File: src/rtl/patgen.sv
// Colour-bar test pattern generator with VGA/XGA/SXGA raster timing.
// Outputs are registered and lag the raster counters by one cycle.
module patgen_syncgen (
  input  logic        clk_i,
  input  logic        rst_n_i,
  input  logic [1:0]  resol_i,
  output logic [10:0] HSC,
  output logic [10:0] VSC,
  output logic        frame_start_o,
  output logic        active_o,
  output logic        hsync_x_o,
  output logic        vsync_x_o,
  output logic [2:0]  bar_o
);
  logic [10:0] hact, hs_beg, hs_end, vact, vs_beg, vs_end, barw;
  logic [10:0] hcnt_q, hcnt_d, vcnt_q, vcnt_d;

  // resol_i is pre-normalised: 0 VGA, 1 XGA, 2 SXGA
  always_comb begin
    case (resol_i)
      2'd1: begin
        hact = 11'd1024; hs_beg = 11'd1048; hs_end = 11'd1184; HSC = 11'd1344;
        vact = 11'd768;  vs_beg = 11'd771;  vs_end = 11'd777;  VSC = 11'd806;
        barw = 11'd128;
      end
      2'd2: begin
        hact = 11'd1280; hs_beg = 11'd1328; hs_end = 11'd1440; HSC = 11'd1688;
        vact = 11'd1024; vs_beg = 11'd1025; vs_end = 11'd1028; VSC = 11'd1066;
        barw = 11'd160;
      end
      default: begin
        hact = 11'd640;  hs_beg = 11'd656;  hs_end = 11'd752;  HSC = 11'd800;
        vact = 11'd480;  vs_beg = 11'd490;  vs_end = 11'd492;  VSC = 11'd525;
        barw = 11'd80;
      end
    endcase
  end

  always_comb begin
    hcnt_d = hcnt_q + 11'd1;
    vcnt_d = vcnt_q;
    if (hcnt_q >= HSC - 11'd1) begin
      hcnt_d = '0;
      vcnt_d = (vcnt_q >= VSC - 11'd1) ? 11'd0 : vcnt_q + 11'd1;
    end
  end

  always_ff @(posedge clk_i) begin
    if (!rst_n_i) begin
      hcnt_q <= '0;
      vcnt_q <= '0;
    end else begin
      hcnt_q <= hcnt_d;
      vcnt_q <= vcnt_d;
    end
  end

  // Bar index is the number of bar boundaries already passed on this line
  always_comb begin
    bar_o = 3'd0;
    for (int k = 1; k < 8; k++) begin
      if (hcnt_q >= 11'(k) * barw) bar_o = 3'(k);
    end
  end

  assign frame_start_o = (hcnt_q == 11'd0) && (vcnt_q == 11'd0);
  assign active_o      = (hcnt_q < hact) && (vcnt_q < vact);
  assign hsync_x_o     = !((hcnt_q >= hs_beg) && (hcnt_q < hs_end));
  assign vsync_x_o     = !((vcnt_q >= vs_beg) && (vcnt_q < vs_end));
endmodule

module patgen (
  input  logic       DCLK,
  input  logic       ARESETN,
  input  logic [1:0] RESOL,
  output logic       DSP_HSYNC_X,
  output logic       DSP_VSYNC_X,
  output logic       DSP_DE,
  output logic [7:0] DSP_R,
  output logic [7:0] DSP_G,
  output logic [7:0] DSP_B
);
  logic [1:0]  resol_in, resol_q, resol_d;
  logic [10:0] hsc, vsc;
  logic        frame_start, active, hsync_x, vsync_x;
  logic [2:0]  bar;
  logic        de_q, de_d, hs_q, hs_d, vs_q, vs_d;
  logic [7:0]  r_q, r_d, g_q, g_d, b_q, b_d;

  assign resol_in = (RESOL == 2'b11) ? 2'b00 : RESOL;

  patgen_syncgen syncgen (
    .clk_i         (DCLK),
    .rst_n_i       (ARESETN),
    .resol_i       (resol_q),
    .HSC           (hsc),
    .VSC           (vsc),
    .frame_start_o (frame_start),
    .active_o      (active),
    .hsync_x_o     (hsync_x),
    .vsync_x_o     (vsync_x),
    .bar_o         (bar)
  );

  // Bar colour bits: R off for bars 2,3,6,7; G off for 4..7; B off for odd bars
  always_comb begin
    resol_d = resol_q;
    if (!ARESETN || frame_start) resol_d = resol_in;
    de_d = active;
    hs_d = hsync_x;
    vs_d = vsync_x;
    r_d  = (active && !bar[1]) ? 8'hFF : 8'h00;
    g_d  = (active && !bar[2]) ? 8'hFF : 8'h00;
    b_d  = (active && !bar[0]) ? 8'hFF : 8'h00;
  end

  always_ff @(posedge DCLK) begin
    resol_q <= resol_d;
    if (!ARESETN) begin
      de_q <= 1'b0;
      hs_q <= 1'b1;
      vs_q <= 1'b1;
      r_q  <= 8'h00;
      g_q  <= 8'h00;
      b_q  <= 8'h00;
    end else begin
      de_q <= de_d;
      hs_q <= hs_d;
      vs_q <= vs_d;
      r_q  <= r_d;
      g_q  <= g_d;
      b_q  <= b_d;
    end
  end

  assign DSP_DE      = de_q;
  assign DSP_HSYNC_X = hs_q;
  assign DSP_VSYNC_X = vs_q;
  assign DSP_R       = r_q;
  assign DSP_G       = g_q;
  assign DSP_B       = b_q;
endmodule

File: config.mk
export PLATFORM = sky130hd
export DESIGN_NAME = patgen
export DESIGN_NICKNAME = d
export VERILOG_FILES = /design/src/rtl/patgen.sv
export SDC_FILE = /design/constraint.sdc
export NUM_CORES = 1
export LEC_CHECK = 0
export ABC_AREA = 1
export BUFFER_PORTS_ARGS = -buffer_cell sky130_fd_sc_hd__buf_4
export CAP_MARGIN = 20
export CORE_MARGIN = 2
export CORE_UTILIZATION = 50
export CTS_CLUSTER_DIAMETER = 100
export CTS_CLUSTER_SIZE = 14
export DETAILED_ROUTE_END_ITERATION = 7
export GPL_TIMING_DRIVEN = 0
export HOLD_SLACK_MARGIN = 0.15
export PLACE_DENSITY = 0.8
export SLEW_MARGIN = 15
export SYNTH_ARGS = -nofsm -noshare
export SYNTH_HDL_FRONTEND = slang
export SYNTH_SLANG_ARGS = --single-unit
export TNS_END_PERCENT = 100
File: constraint.sdc
create_clock -name DCLK -period 6.2 [get_ports DCLK]
set_clock_uncertainty 0.05 [all_clocks]
set_input_delay 1.24 -clock DCLK [delete_from_list [all_inputs] [get_ports DCLK]]
set_output_delay 1.24 -clock DCLK [all_outputs]
set_load 0.02 [all_outputs]
After elaboration in Yosys (flattened, before gate mapping). Index checks and enable logic that the tools add are counted.

Memories kept: 0. Latch bits: 0. Register bits: 51. Logic and storage cells: 73. Bits in writable memories: 0. Output and inout bits: 27. ROM bits: 0.

Add/sub/neg operators: 4. $lt $le $gt $ge: 15. Shift-type cells: 0. Muxes and demuxes: 20. Bitwise logic cells: 1. $mul: 4. Reductions and logical operators: 17. Eq/ne operators: 3. Divide/modulo/power cells: 0.

Operators by type and width (number): $pmux 11 s2 (8); $ge 11x11->1 (8); $lt 11x11->1 (4); $mux 8 (3); $add 11x1->11 const B (2); $logic_not 11->1 (2); $mul 3x8->11 const A (2); $sub 11x1->11 const B (2); $mul 2x8->10 const A (2); $pmux 8 s2 (1); $mux 3 (4); $ge 11x10->1 (1); $ge 11x8->1 (1); $ge 11x9->1 (1); $mux 11 (1); $logic_and 1x1->1 (7); $logic_not 1->1 (6); $eq 2x2->1 const B (2); $mux 2 (2); $eq 2x1->1 const B (1); $reduce_or 2->1 (1); $logic_or 1x1->1 (1); $mux 1 (1); $not 1->1 (1).

Depth between registers and ports, before layout. Gate-level depths: netlist of run 1.

Word-level depth: 13. Mapped depth: 16. Gate-level depth less buffers: 15.

By module. A second synthesis of run 1 with hierarchy kept.

Cells, all modules: 511. Area, all modules: 3464.6 sq um.

By module, submodules not included: patgen_syncgen (cells each 467, seq. area each 440.4 sq um, instances 1, area each 3067.9 sq um); patgen (cells each 44, seq. area each 180.2 sq um, instances 1, area each 396.6 sq um).

Worst setup path after synthesis of run 1. No wires, ideal clock.

Path kind: flip-flop to flip-flop. From: reg resol_q[0]. To: reg b_q[6] (netlist: DSP_B[6]). Cell stages (with the launch flop): 12. Path buffers: 1. Period minus slack after synthesis: 2433 ps. Required time: 6080 ps. Arrival: 2314 ps. Slack: 3767 ps. Path through: edfxtp_1 > inv_1 > ha_1 > buf_2 > inv_1 > ha_1 > or2_2 > nor4_1 > nor2_1 > nand2_1 > nand2_1 > a21oi_1.

Longest elaborated chain between the ends: 13. Elaborated cells on any way between the ends: 29.

RTL lines: start, declared (RTL line 83) `logic [1:0] resol_in, resol_q, resol_d;`; start signal, assigned (RTL line 118) `resol_q <= resol_d;`; parallel branches: the longest is 11 deep, another holds $ge 11x11->1; $logic_and 1x1->1 * (RTL line 114) `b_d = (active && !bar[0]) ? 8'hFF : 8'h00;`; $mux 8 * (RTL line 114); end signal, assigned (RTL line 125) `b_q <= 8'h00;`; end signal, assigned (RTL line 132) `b_q <= b_d;`; end, declared (RTL line 88) `logic [7:0] r_q, r_d, g_q, g_d, b_q, b_d;`.

Every way passes the cells marked *. A chain may end at the register's enable or synchronous reset.

Worst setup path in the final report of run 1.
From: reg resol_q[0]. To: reg syncgen.vcnt_q[2].

Longest elaborated chain between the ends: 5. Elaborated cells on any way between the ends: 9.

RTL lines: $eq 2x2->1 or $eq 2x1->1 (tied branches) (RTL line 20) `case (resol_i)`; $pmux 11 s2 (RTL line 20); $sub 11x1->11 (RTL line 44) `vcnt_d = (vcnt_q >= VSC - 11'd1) ? 11'd0 : vcnt_q + 11'd1;`; $ge 11x11->1 (RTL line 44); $mux 11 (RTL line 44); end signal, assigned (RTL line 54) `vcnt_q <= vcnt_d;`; end, declared (RTL line 16) `logic [10:0] hcnt_q, hcnt_d, vcnt_q, vcnt_d;`.

Parallel ways exist; a longest one is shown, timed or not.

==> results of run 1 <==
## path summary, 6_finish.rpt
check                                 startpoint                             end  slack [ns]  depth (start not counted)
setup / recovery        resol_q[0]$_SDFFCE_PN0P_  syncgen.vcnt_q[2]$_SDFFE_PN0P_        3.26                         13
hold / removal    syncgen.vcnt_q[0]$_SDFFE_PN0P_  syncgen.vcnt_q[0]$_SDFFE_PN0P_        0.47                          2
setup reg to reg        resol_q[0]$_SDFFCE_PN0P_  syncgen.vcnt_q[2]$_SDFFE_PN0P_        3.26                         13
hold reg to reg   syncgen.vcnt_q[0]$_SDFFE_PN0P_  syncgen.vcnt_q[0]$_SDFFE_PN0P_        0.47                          2
## Yosys cell counts (all sizes together), types with 2 or more instances
library cell / number
a21oi: 28
a31oi: 4
buf: 26
dfxtp: 28
edfxtp: 2
ha: 62
inv: 61
nand2: 104
nand3: 30
nand3b: 5
nand4: 6
nor2: 57
nor3: 15
nor3b: 2
nor4: 6
o211ai: 3
o21ai: 15
o21bai: 2
or2: 2
xor2: 8
## placed cells by master (no fill, tap or decap), types with 3 or more instances in the layout
cell	count
sky130_fd_sc_hd__nand2_1	100
sky130_fd_sc_hd__buf_4	51
sky130_fd_sc_hd__nand3_1	27
sky130_fd_sc_hd__dfxtp_1	28
sky130_fd_sc_hd__nand4_1	6
sky130_fd_sc_hd__o211ai_1	3
sky130_fd_sc_hd__inv_1	59
sky130_fd_sc_hd__nor2_1	55
sky130_fd_sc_hd__nand2_2	4
sky130_fd_sc_hd__a21oi_1	28
sky130_fd_sc_hd__clkbuf_8	8
sky130_fd_sc_hd__a31oi_1	4
sky130_fd_sc_hd__ha_1	62
sky130_fd_sc_hd__nand3b_1	5
sky130_fd_sc_hd__buf_2	3
sky130_fd_sc_hd__nor4_1	6
sky130_fd_sc_hd__xor2_1	8
sky130_fd_sc_hd__conb_1	4
sky130_fd_sc_hd__o21ai_0	15
sky130_fd_sc_hd__nor3_1	13
sky130_fd_sc_hd__nand3_2	3
## state kept, by name, summed over array words and instances (netlist names)
name            flops
DSP_VSYNC_X         1
DSP_G               1
DSP_HSYNC_X         1
DSP_R               1
syncgen.vcnt_q     11
syncgen.hcnt_q     11
resol_q             2
DSP_B               1
DSP_DE              1
## routing by layer
metal | GRT usage, % | part of all wire, % | vias to the layer above
met5 | 0 | 0 | -
met4 | 6.64 | 1.4 | 0
met3 | 3.34 | 8.1 | 12
met2 | 40.6 | 48 | 154
met1 | 30.1 | 43 | 1449
li1 | - | - | 1634
## logic make-up after synthesis
logic type / count (synthesis)
AND/OR/NAND/NOR: 228
buffers and inverters: 88
other: 1
AO/OA/AOI/OAI: 58
XOR/XNOR: 9
flip-flops: 30
adder cells (fa/ha/maj): 62
## stage by stage
stage	worst slack (ns)	util [%]	instances
after global routing	3.01	58.6	594
after CTS	3.27	58.6	594
after global placement	3.33	56.9	586
final	3.26	58.6	594
after detailed placement	3.29	56.9	586
after floorplan	3.77	-	479
## area by class of cell
class / count / area (µm²) / share of cell area (%)
Sequential cell: 30 / 621 / 16.8
Clock buffer: 8 / 110 / 2.97
Multi-Input combinational cell: 361 / 2220 / 60.0
Buffer: 27 / 200 / 5.41
Timing Repair Buffer: 30 / 225 / 6.08
Tap cell: 77 / 96.3 / 2.60
Inverter: 61 / 229 / 6.18
## critical path, cell delays in order (launching register included)
cell,delay (ns)
sky130_fd_sc_hd__edfxtp_1,0.38
sky130_fd_sc_hd__inv_1,0.07
sky130_fd_sc_hd__ha_1,0.42
sky130_fd_sc_hd__buf_2,0.24
sky130_fd_sc_hd__inv_1,0.42
sky130_fd_sc_hd__ha_1,0.35
sky130_fd_sc_hd__nor2_1,0.14
sky130_fd_sc_hd__o21ai_0,0.10
sky130_fd_sc_hd__o21bai_1,0.23
sky130_fd_sc_hd__nor2_4,0.09
sky130_fd_sc_hd__nand2_1,0.08
sky130_fd_sc_hd__nand2_1,0.05
sky130_fd_sc_hd__inv_1,0.13
sky130_fd_sc_hd__nor2_1,0.06
## report_power, final
part | switching [W] | internal (W) | total, W | leakage [nW]
registers | 0.0000113 | 0.000203 | 0.000215 | 0.249
logic | 0.000160 | 0.000124 | 0.000284 | 1.66
clock network | 0.0000813 | 0.000112 | 0.000193 | 0.0575
==> flow_results.org, run 1 <==
** Job
- Across the run, the number of max-cap violations was 0.

** Floorplanning
- For this design the top-level I/O count stands at 31.
- The initialized floorplan defines 29 standard-cell rows.
- In this run the vertical extent of the chip is around 85 µm.
- The floorplan step defined a die boundary enclosing approximately 7200 µm².
- The floorplan step set the die width to ~85 µm.
- CORE AREA :: approximately 6300 µm²
- Starting Density :: approximately 52%

** Setup path
- The critical path is of the flip-flop to flip-flop type.
- The worst setup path is launched from a flip-flop.
- STA classifies the critical path endpoint as a flip-flop.
- Endpoint required time on the critical path :: 6.33 ns
- Data on the critical path arrives at its endpoint at a little over 3 ns.
- Of all nets on the critical path, the largest fanout is 15.

** Synthesis
- Main combinational cell family by area after synthesis :: simple AND/OR/NAND/NOR gates
- Total number of yosys warnings :: 0
- Synthesized cell area :: roughly 3300 µm²
- Synthesized-area fraction occupied by ao, oa, aoi and oai cells :: about a tenth
- Cell taking the most area after synthesis :: sky130_fd_sc_hd__ha_1
- The most used flip-flop cell after synthesis is sky130_fd_sc_hd__dfxtp_1.
- Yosys mapped the design onto 39 distinct sky130hd cell types.
- Of the total synthesized cell area, the portion taken by AND, OR, NAND and NOR gates is 31.5%.
- Adder and majority gate portion of the synthesized area :: about a quarter
- Synth Instances :: ~480
- Fraction of registers with async set/reset :: 0%
- Avg Inst Size Synth :: 6.85 µm²
- By area the synthesized netlist is led by sky130_fd_sc_hd__ha_1, sky130_fd_sc_hd__dfxtp_1, sky130_fd_sc_hd__nand2_1.
- Counting flops with a built-in enable in the synthesized netlist gives 2.
- Flip-flop and latch count after synthesis :: 30
- Share of the synthesized area in the top cell type :: about a quarter
- After Yosys synthesis, XOR and XNOR cells account for under 10% of the synthesized area.
- Share of synthesized area spent on multiplexers :: 0%
- Sequential element share of the synthesized area :: a little under a fifth

** Clock network
- CTS Buffer Depth :: 2
- Number of H-tree levels :: 2
- CTS tree :: done
- Inserted Clock Buffers :: 5
- For this design, the sink count on the clock tree is 30.
- Hold Buf Count CTS :: 0
- Clock-pin slew was measured on the worst setup and hold paths at 0.06 ns.
- Clock latency on the worst-skew pair, taken at its later pin, is slightly below 0.3 ns.
- Clock Root Buffer :: sky130_fd_sc_hd__clkbuf_8
- Setup Fix Bufs, Post-CTS :: 0
- Number of instances resized during post-cts repair :: 0

** Layout
- The filler cells instantiated in the layout total about 600.
- In the final design database the tool counted ~580 nets.
- Layout area overhead :: 13.6%
- Fin area :: approximately 3700 µm²
- The post-route netlist has 15.7% of its cells at a drive strength greater than 1.
- The repair_antennas step left the layout with diodes totalling 0.

** Global route
- Wire length of the first global-routing pass :: 13.8 mm
- Entering global routing, the biggest net connects 16 pins.
- Across every metal layer, demand over resource in global routing totals between 20% and 30%.
- Number of antenna violations at the first check in global routing :: 0
- Overall overflow remaining after global route :: 0
- Vias in the first global route :: just over 3000

** Pwr
- Overall power consumption after layout is estimated at 0.000692 W.
- In this run the power density over the cells is between 150 and 200 nW/µm².
- Worst-case vdd ir drop :: 0.128 mV
- Summed over all cells, the static leakage comes to approximately 2.0 nW.

** Route
- Detailed-router iteration count before antenna repair :: 7
- Number of routed nets with antenna violations :: 0
- After detailed routing, the number of remaining DRC violations is 0.
- Via density per instance :: ~5.5
- For this block, the initial DRC count from the detailed router was roughly 280.
- Average wire per standard cell :: between 10 and 15 µm
- Post-detailed-routing wire length :: slightly above 8 mm
- The detailed router placed ~3200 vias in this run.

** Placed design
- Post-detailed-placement cell area :: ~3600 µm²
- The count of buffers added on input and output ports is 30.
- The congestion estimate from routability-driven global placement came to around 0.96.
- After legalization and detailed placement, the total HPWL measured 6.28 mm.

** Timing
- Hold Violations, Final :: 0
- Final worst-path cycle share :: a little under half
- The worst pin sits at a relative slew slack of around 60%.
- The routed design could run at a clock period as short as roughly 2.9 ns.
- Final setup violation count :: 0
- Worst hold margin :: ~0.47 ns
- Unrepaired setup endpoints after global routing :: no
- Setup total negative slack on the finished layout was measured at 0 ns.
- Transition time at the pin with the least slew margin :: 0.604 ns
- Peak clock frequency supported by timing :: about 340 MHz
- Max-slew violation count :: 0

** Worst hold path
- The tightest min-delay check is of the flip-flop to flip-flop type.

** Outcome
- Status :: completed
Note: power is estimated with default switching activity, not from simulation.
==> run 2, diff against run 1 <==
Settings changed: PLACE_DENSITY 0.8 to 0.83.
Clock period 6.2 ns to 2.63 ns, I/O delays scaled along.
==> flow_results.org, run 2 (synthesis gave the netlist of run 1 again) <==
** Outcome
- Status :: completed

** Timing
- Final setup violation count :: 0 (unchanged)
- The headroom to the max-slew limit is 57.9% (-1.7 points).
- Max-slew violation count :: 0 (unchanged)
- The final-report hold violation count came to 0 (unchanged).
- The fmax came to 394 MHz (+16%).
- Min cycle time layout :: 2.54 ns (-0.399 ns)
- The worst-margin pin slew came to 0.631 ns (+0.0261 ns).
- Final worst-path cycle share :: 96.6% (+49 points)
- The sum of negative setup slack was 0 ns (unchanged).

** Global route
- The pin count of the biggest net entering global routing came to 14 (-2).
- The global routing usage summed across all routing layers is 22.8% (-0.56 points).
- Vias in the first global route :: 2993 (-1.2%)
- Wire length of the first global-routing pass :: 13.4 mm (-2.8%)
- The number of antenna violations at the first check in global routing came to 0 (unchanged).
- The overflow left after global routing came to 0 (unchanged).

** Layout
- Most frequent cells in the layout :: sky130_fd_sc_hd__nand2_1, sky130_fd_sc_hd__buf_4, sky130_fd_sc_hd__ha_1
- The number of cells in the finished layout apart from fillers is 604 (+1.7%).
- Layout area overhead :: 17.3%
- The layout cell share with drive strength beyond 1 came to 19.7% (+4.1 points).
- The largest registers in the layout are syncgen.hcnt_q (11), syncgen.vcnt_q (11), resol_q (2).
- Net total in the final layout :: 592 (+1.7%)
- The utilization after layout is 60.5% (+1.9 points).
- Ant. Diodes :: 0 (unchanged)
- Most frequent standard cell in the layout excluding fill and tap cells :: sky130_fd_sc_hd__nand2_1

** Worst hold path
- The startpoint identified for the worst hold timing path is RESOL[0].
- Type of the worst min-delay path :: input pin to flip-flop
- Min-Delay Endpoint :: resol_q[1]$_SDFFCE_PN0P_
- The hold path depth came to 2 (unchanged).

** Clock network
- Hold Buf Count CTS :: 0 (unchanged)
- Clock Latency Late Sink :: 0.29 ns (about the same)
- Clock Root Buffer :: sky130_fd_sc_hd__clkbuf_8
- CTS tree :: done
- Number of H-tree levels :: 2 (unchanged)
- The count of clock tree sinks came to 30 (unchanged).
- The worst-case clock buffer depth is 2 (unchanged).
- Clock Pin Slew Worst Setup and Hold Paths :: 0.07 ns (about the same)
- The number of buffers created by CTS was 5 (unchanged).

** Floorplanning
- Starting Density :: 51.6% (unchanged)
- The die boundary width came to 84.7 µm (unchanged).
- The cell row count came to 29 (unchanged).
- Overall die height :: 84.7 µm (unchanged)
- The number of I/O pins was 31 (unchanged).
- The core box area came to 6310 µm² (unchanged).
- The overall die area was 7180 µm² (unchanged).

** Setup path
- CP startpoint kind :: flip-flop
- The arrival time at the worst endpoint came to 2.71 ns (-0.35 ns).
- Traced cell by cell, the critical path runs through ha_4 -> buf_8 -> clkinvlp_4 -> buf_6 -> ha_1 -> nand2_1 -> nor2_1 -> o21bai_1 -> o211ai_1 -> nor2_1 -> nand3_1 -> nor2_1.
- Critical path class :: flip-flop to flip-flop
- Number of cells on the worst reg-to-reg path :: 12 (-1)
- Reg-to-reg startpoint :: resol_q[1]$_SDFFCE_PN0P_
- Highest fanout seen on the critical path :: 8 (-7)
- End of the worst register-to-register path :: DSP_G[6]$_SDFF_PN0_
- Max stage delay cell, worst path :: sky130_fd_sc_hd__edfxtp_1
- Minimum setup slack among reg-to-reg paths :: 0.09 ns (-3.17 ns)
- The cell that appears most often on the critical path is sky130_fd_sc_hd__nor2_1.
- The delay of the slowest critical-path stage was 0.44 ns (+0.02 ns).
- Setup crit end kind :: flip-flop
- Endpoint required time on the critical path :: 2.80 ns (-3.53 ns)

** Placed design
- The number of I/O port buffers was 30 (unchanged).
- The global placer's final weighted congestion was 0.920 (-4.3%).
- The post-placement cell count came to 586 (unchanged).
- The final HPWL from detailed placement came to 6.27 mm (-0.12%).

** Route
- The number of DRC violations after detailed-routing iteration 0 came to 327 (+15%).
- The count of TritonRoute iterations in the first routing pass came to 5 (-2).
- Vias :: 3281 (+0.98%)
- Post-route DRC violation count :: 0 (unchanged)
- Post-detailed-routing wire length :: 8.39 mm (+2.2%)
- Average wire per standard cell :: 13.9 µm (+0.47%)
- Via density per instance :: 5.43 (-0.69%)
- The number of nets still failing antenna checks after routing is 0 (unchanged).

** Job
- The total of max-cap violations was 0 (unchanged).

** Pwr
- Total leakage power :: 2.01 nW (+1.9%)
- Total power after layout :: 0.00166 W (+140%)
- Worst-case vdd ir drop :: 0.321 mV (+150%)
- Power density over the cells :: 434 nW/µm² (+130%)
-- run 2: changes by cell type in the layout (fill, tap and decap cells not counted), moves of 3 or more --
| cell | change |
|---|---|
| sky130_fd_sc_hd__nor2_2 | +3 |
| sky130_fd_sc_hd__inv_1 | -3 |
| sky130_fd_sc_hd__nor2_1 | -3 |
| sky130_fd_sc_hd__buf_4 | +9 |
| sky130_fd_sc_hd__ha_1 | -3 |
-- run 2: metal layers --
| metal | wire length [µm] | global-route usage, % | up-vias |
|---|---|---|---|
| li1 | - | - | 1646 |
| met1 | 3490 | 28.1 | 1477 |
| met2 | 4080 | 40.2 | 140 |
| met3 | 657 | 3.44 | 18 |
| met4 | 157 | 7.94 | 0 |
| met5 | 0 | 0 | - |
-- run 2: what timing repair did --
action	CTS	global route
resized for setup	7	12
gates cloned	0	0
pin swaps	1	5
setup buffers	3	7
endpoints found under the setup margin	16	24
-- run 2: layout make-up --
type / instances / area, µm²
sequential: 30 / 621
inverter: 61 / 233
clock inverter: 2 / 12.5
buffer: 27 / 210
timing repair buffer: 40 / 304
multi-input combinational: 361 / 2260
fill: 572 / 2490
clock buffer: 6 / 82.6
tap: 77 / 96.3
-- run 2: how the worst max path moves through the flow --
stage                                   startpoint                               to  cells after the start
after detailed placement  resol_q[0]$_SDFFCE_PN0P_   syncgen.vcnt_q[2]$_SDFFE_PN0P_                     13
after global routing      resol_q[0]$_SDFFCE_PN0P_              DSP_R[6]$_SDFF_PN0_                     16
after floorplan           resol_q[0]$_SDFFCE_PN0P_              DSP_B[6]$_SDFF_PN0_                     11
after CTS                 resol_q[0]$_SDFFCE_PN0P_              DSP_R[6]$_SDFF_PN0_                     14
final                     resol_q[1]$_SDFFCE_PN0P_              DSP_G[6]$_SDFF_PN0_                     12
after global placement    resol_q[0]$_SDFFCE_PN0P_  syncgen.vcnt_q[10]$_SDFFE_PN0P_                     13
-- run 2: power breakdown --
part	switching, W	total (W)	internal (W)
clock network	0.000198	0.000408	0.000210
registers	0.0000270	0.000506	0.000479
logic	0.000402	0.000744	0.000342
-- run 2: stage by stage --
step | setup WS (ns) | area, µm² | hold slack (ns)
after global placement | -0.189 | 3590 | 0.460
after global routing | -0.0176 | 3820 | 0.467
after CTS | 0.00135 | 3730 | 0.460
final | 0.0902 | 3820 | 0.468
after detailed placement | -0.308 | 3590 | 0.467
after floorplan | 0.197 | 3270 | 0.424
-- run 2: worst max-delay path: cells and delay by family, from the launching register on --
family                     cells  cell delay (ns)
and+or+nand+nor                5             0.63
adders and majority gates      2             0.65
buffers and inverters          3             0.47
DFF                            1             0.44
AOI/OAI and AO/OA              2             0.23
==> run 3, diff against run 2 <==
Settings changed: PLACE_DENSITY 0.83 to 0.8, TNS_END_PERCENT 100 to 5.
Clock period 2.63 ns to 2.6 ns, I/O delays scaled along.
==> flow_results.org, run 3 (synthesis gave the netlist of run 1 again) <==
** Route
- Average wire per standard cell :: 14.4 µm (+3.9%)
- Vias :: 3305 (+0.73%)
- DR iter-0 viols :: 360 (+10%)
- Post-route DRC violation count :: 1 (+1)
- Number of routed nets with antenna violations :: 0 (unchanged)
- The detail-routed via count per cell came to 5.50 (+1.2%).
- The post-detailed-routing wire length was 8.67 mm (+3.4%).
- The count of TritonRoute iterations in the first routing pass was 8 (+3).

** Timing
- Min cycle time layout :: 2.62 ns (+0.0778 ns)
- Final worst-path cycle share :: 101% (+4.1 points)
- Max-Slew Margin vs Limit :: 59.4% (+1.5 points)
- Setup Total Neg Slack :: -0.0177 ns (-0.0177 ns)
- The fmax is 382 MHz (-3.0%).
- Max-slew violation count :: 0 (unchanged)
- Hold Violations, Final :: 0 (unchanged)
- Final setup violation count :: 1 (+1)
- The final worst slack is -0.0177 ns (-0.108 ns).
- The worst-margin pin slew was 0.608 ns (-0.0223 ns).

** Clock network
- The number of buffers added to fix hold violations after cts was 0 (unchanged).
- CTS tree :: done
- CTS Buffer Depth :: 2 (unchanged)
- Clock Latency Late Sink :: 0.29 ns (about the same)
- Clock Pin Slew Worst Setup and Hold Paths :: 0.07 ns (about the same)
- The number of levels in the clock H-tree was 2 (unchanged).
- The number of buffers created by CTS was 5 (unchanged).
- Clock Root Buffer :: sky130_fd_sc_hd__clkbuf_8
- The count of clock tree sinks came to 30 (unchanged).

** Placed design
- The placement-stage cell area was 3590 µm² (unchanged).
- The final HPWL from detailed placement was 6.28 mm (+0.12%).
- The number of I/O port buffers is 30 (unchanged).
- The minimum setup slack after placement is -0.314 ns (-0.00530 ns).
- Weighted congestion reported at the end of routability-driven placement :: 0.961 (+4.5%)

** Layout
- Final core occ :: 60.8% (+0.26 points)
- The post-route standard cell area excluding fillers is 3840 µm² (+0.43%).
- Most frequent cells in the layout :: sky130_fd_sc_hd__nand2_1, sky130_fd_sc_hd__ha_1, sky130_fd_sc_hd__buf_4
- Top Registers :: syncgen.hcnt_q (11), syncgen.vcnt_q (11), resol_q (2)
- Most frequent standard cell in the layout excluding fill and tap cells :: sky130_fd_sc_hd__nand2_1
- Layout area overhead :: 17.8%
- The layout cell share with drive strength beyond 1 came to 18.9% (-0.84 points).
- The number of antenna diodes is 0 (unchanged).
- Net total in the final layout :: 589 (-0.51%)

** Global route
- Overall overflow remaining after global route :: 0 (unchanged)
- Wire length of the first global-routing pass :: 14.0 mm (+4.8%)
- The number of antenna violations at the first check in global routing was 0 (unchanged).
- Vias in the first global route :: 3075 (+2.7%)
- The global routing usage summed across all routing layers came to 23.8% (+0.99 points).
- The pin count of the biggest net entering global routing came to 14 (unchanged).

** Pwr
- Power density over the cells :: 452 nW/µm² (+4.3%)
- Total power after layout :: 0.00174 W (+4.7%)
- The total leakage power came to 2.01 nW (+0.11%).
- Worst-case vdd ir drop :: 0.306 mV (-4.7%)

** Job
- The total of max-cap violations came to 0 (unchanged).

** Setup path
- The delay of the slowest critical-path stage is 0.44 ns (about the same).
- The critical path in this run is classified as flip-flop to flip-flop.
- The slowest stage of the critical path is the sky130_fd_sc_hd__edfxtp_1 cell.
- The worst setup path is launched from a flip-flop.
- The signal on the critical path passes through inv_2 -> ha_4 -> clkinvlp_4 -> ha_1 -> inv_1 -> a21oi_1 -> nor2_1 -> a211oi_2 -> nand2_2 -> inv_4 -> nand2_1 -> a21oi_1.
- Setup crit end kind :: flip-flop
- The biggest fanout along the worst timing path is 10 (+2).
- Data arrival time of the worst path :: 2.78 ns (+0.07 ns)
- Minimum setup slack among reg-to-reg paths :: -0.02 ns (-0.11 ns)
- Endpoint required time on the critical path :: 2.76 ns (-0.04 ns)
- The cell that appears most often on the critical path is sky130_fd_sc_hd__a21oi_1.

** Worst hold path
- Type of the worst min-delay path :: input pin to flip-flop

** Outcome
- The final reports fail on DRC, setup timing.
- Status :: complete, but fails checks

** Floorplanning
- CORE AREA :: 6310 µm² (unchanged)
- The number of I/O pins is 31 (unchanged).
- Rows :: 29 (unchanged)
- Overall die height :: 84.7 µm (unchanged)
- Starting Density :: 51.6% (unchanged)
- Die ar. :: 7180 µm² (unchanged)
- Die outline width :: 84.7 µm (unchanged)
run 3: changes by cell type in the layout (fill, tap and decap cells not counted), moves of 2 or more:
cell and delta:
sky130_fd_sc_hd__a21oi_1 +2, sky130_fd_sc_hd__a21oi_2 -2, sky130_fd_sc_hd__buf_12 +2, sky130_fd_sc_hd__buf_4 -4, sky130_fd_sc_hd__clkbuf_8 +2
run 3: worst max-delay path, delay by kind of cell (launching register included):
family	cells	cell delay, ns
AO/OA/AOI/OAI	3	0.65
flip-flops	1	0.44
adder cells (fa/ha/maj)	2	0.54
buffers and inverters	4	0.51
AND/OR/NAND/NOR	3	0.34
run 3: layer usage:
layer  routed length [µm]  GRT usage, %  vias up
met1                 3620          30.1     1491
met2                 4120          41.3      147
met3                  724          4.33       22
li1                     -             -     1645
met5                    0             0        -
met4                  201          6.78        0
run 3: worst paths after layout:
| path | startpoint | to | depth (start not counted) |
|---|---|---|---|
| hold reg to reg | syncgen.vcnt_q[0]$_SDFFE_PN0P_ | syncgen.vcnt_q[0]$_SDFFE_PN0P_ | 2 |
| hold / removal | RESOL[0] | resol_q[1]$_SDFFCE_PN0P_ | 2 |
| setup / recovery | resol_q[0]$_SDFFCE_PN0P_ | syncgen.vcnt_q[8]$_SDFFE_PN0P_ | 12 |
| setup reg to reg | resol_q[0]$_SDFFCE_PN0P_ | syncgen.vcnt_q[8]$_SDFFE_PN0P_ | 12 |
run 3: through the flow:
step	hold slack, ns	instances
2_1_floorplan	0.424	479
3_3_place_gp	0.457	586
3_5_place_dp	0.459	586
4_1_cts	0.459	597
5_1_grt	0.472	601
6_report	0.464	601
run 3: where the power goes:
group          switching [W]  internal [W]
sequential         0.0000287      0.000485
clock               0.000194      0.000267
combinational       0.000407      0.000355
total               0.000630       0.00111
run 3: area by class of cell:
type / count / area [µm²]
Inverter: 61 / 239
Multi-Input combinational cell: 361 / 2260
Tap cell: 77 / 96.3
Fill cell: 575 / 2470
Timing Repair Buffer: 38 / 314
Buffer: 26 / 195
Clock buffer: 8 / 110
Sequential cell: 30 / 621
run 3: what timing repair did:
| item | in CTS | in global routing |
|---|---|---|
| gates resized for setup | 6 | 11 |
| setup buffers | 3 | 5 |
| cloned | 0 | 0 |
| setup endpoints to repair | 20 | 26 |
| pin swaps | 0 | 2 |
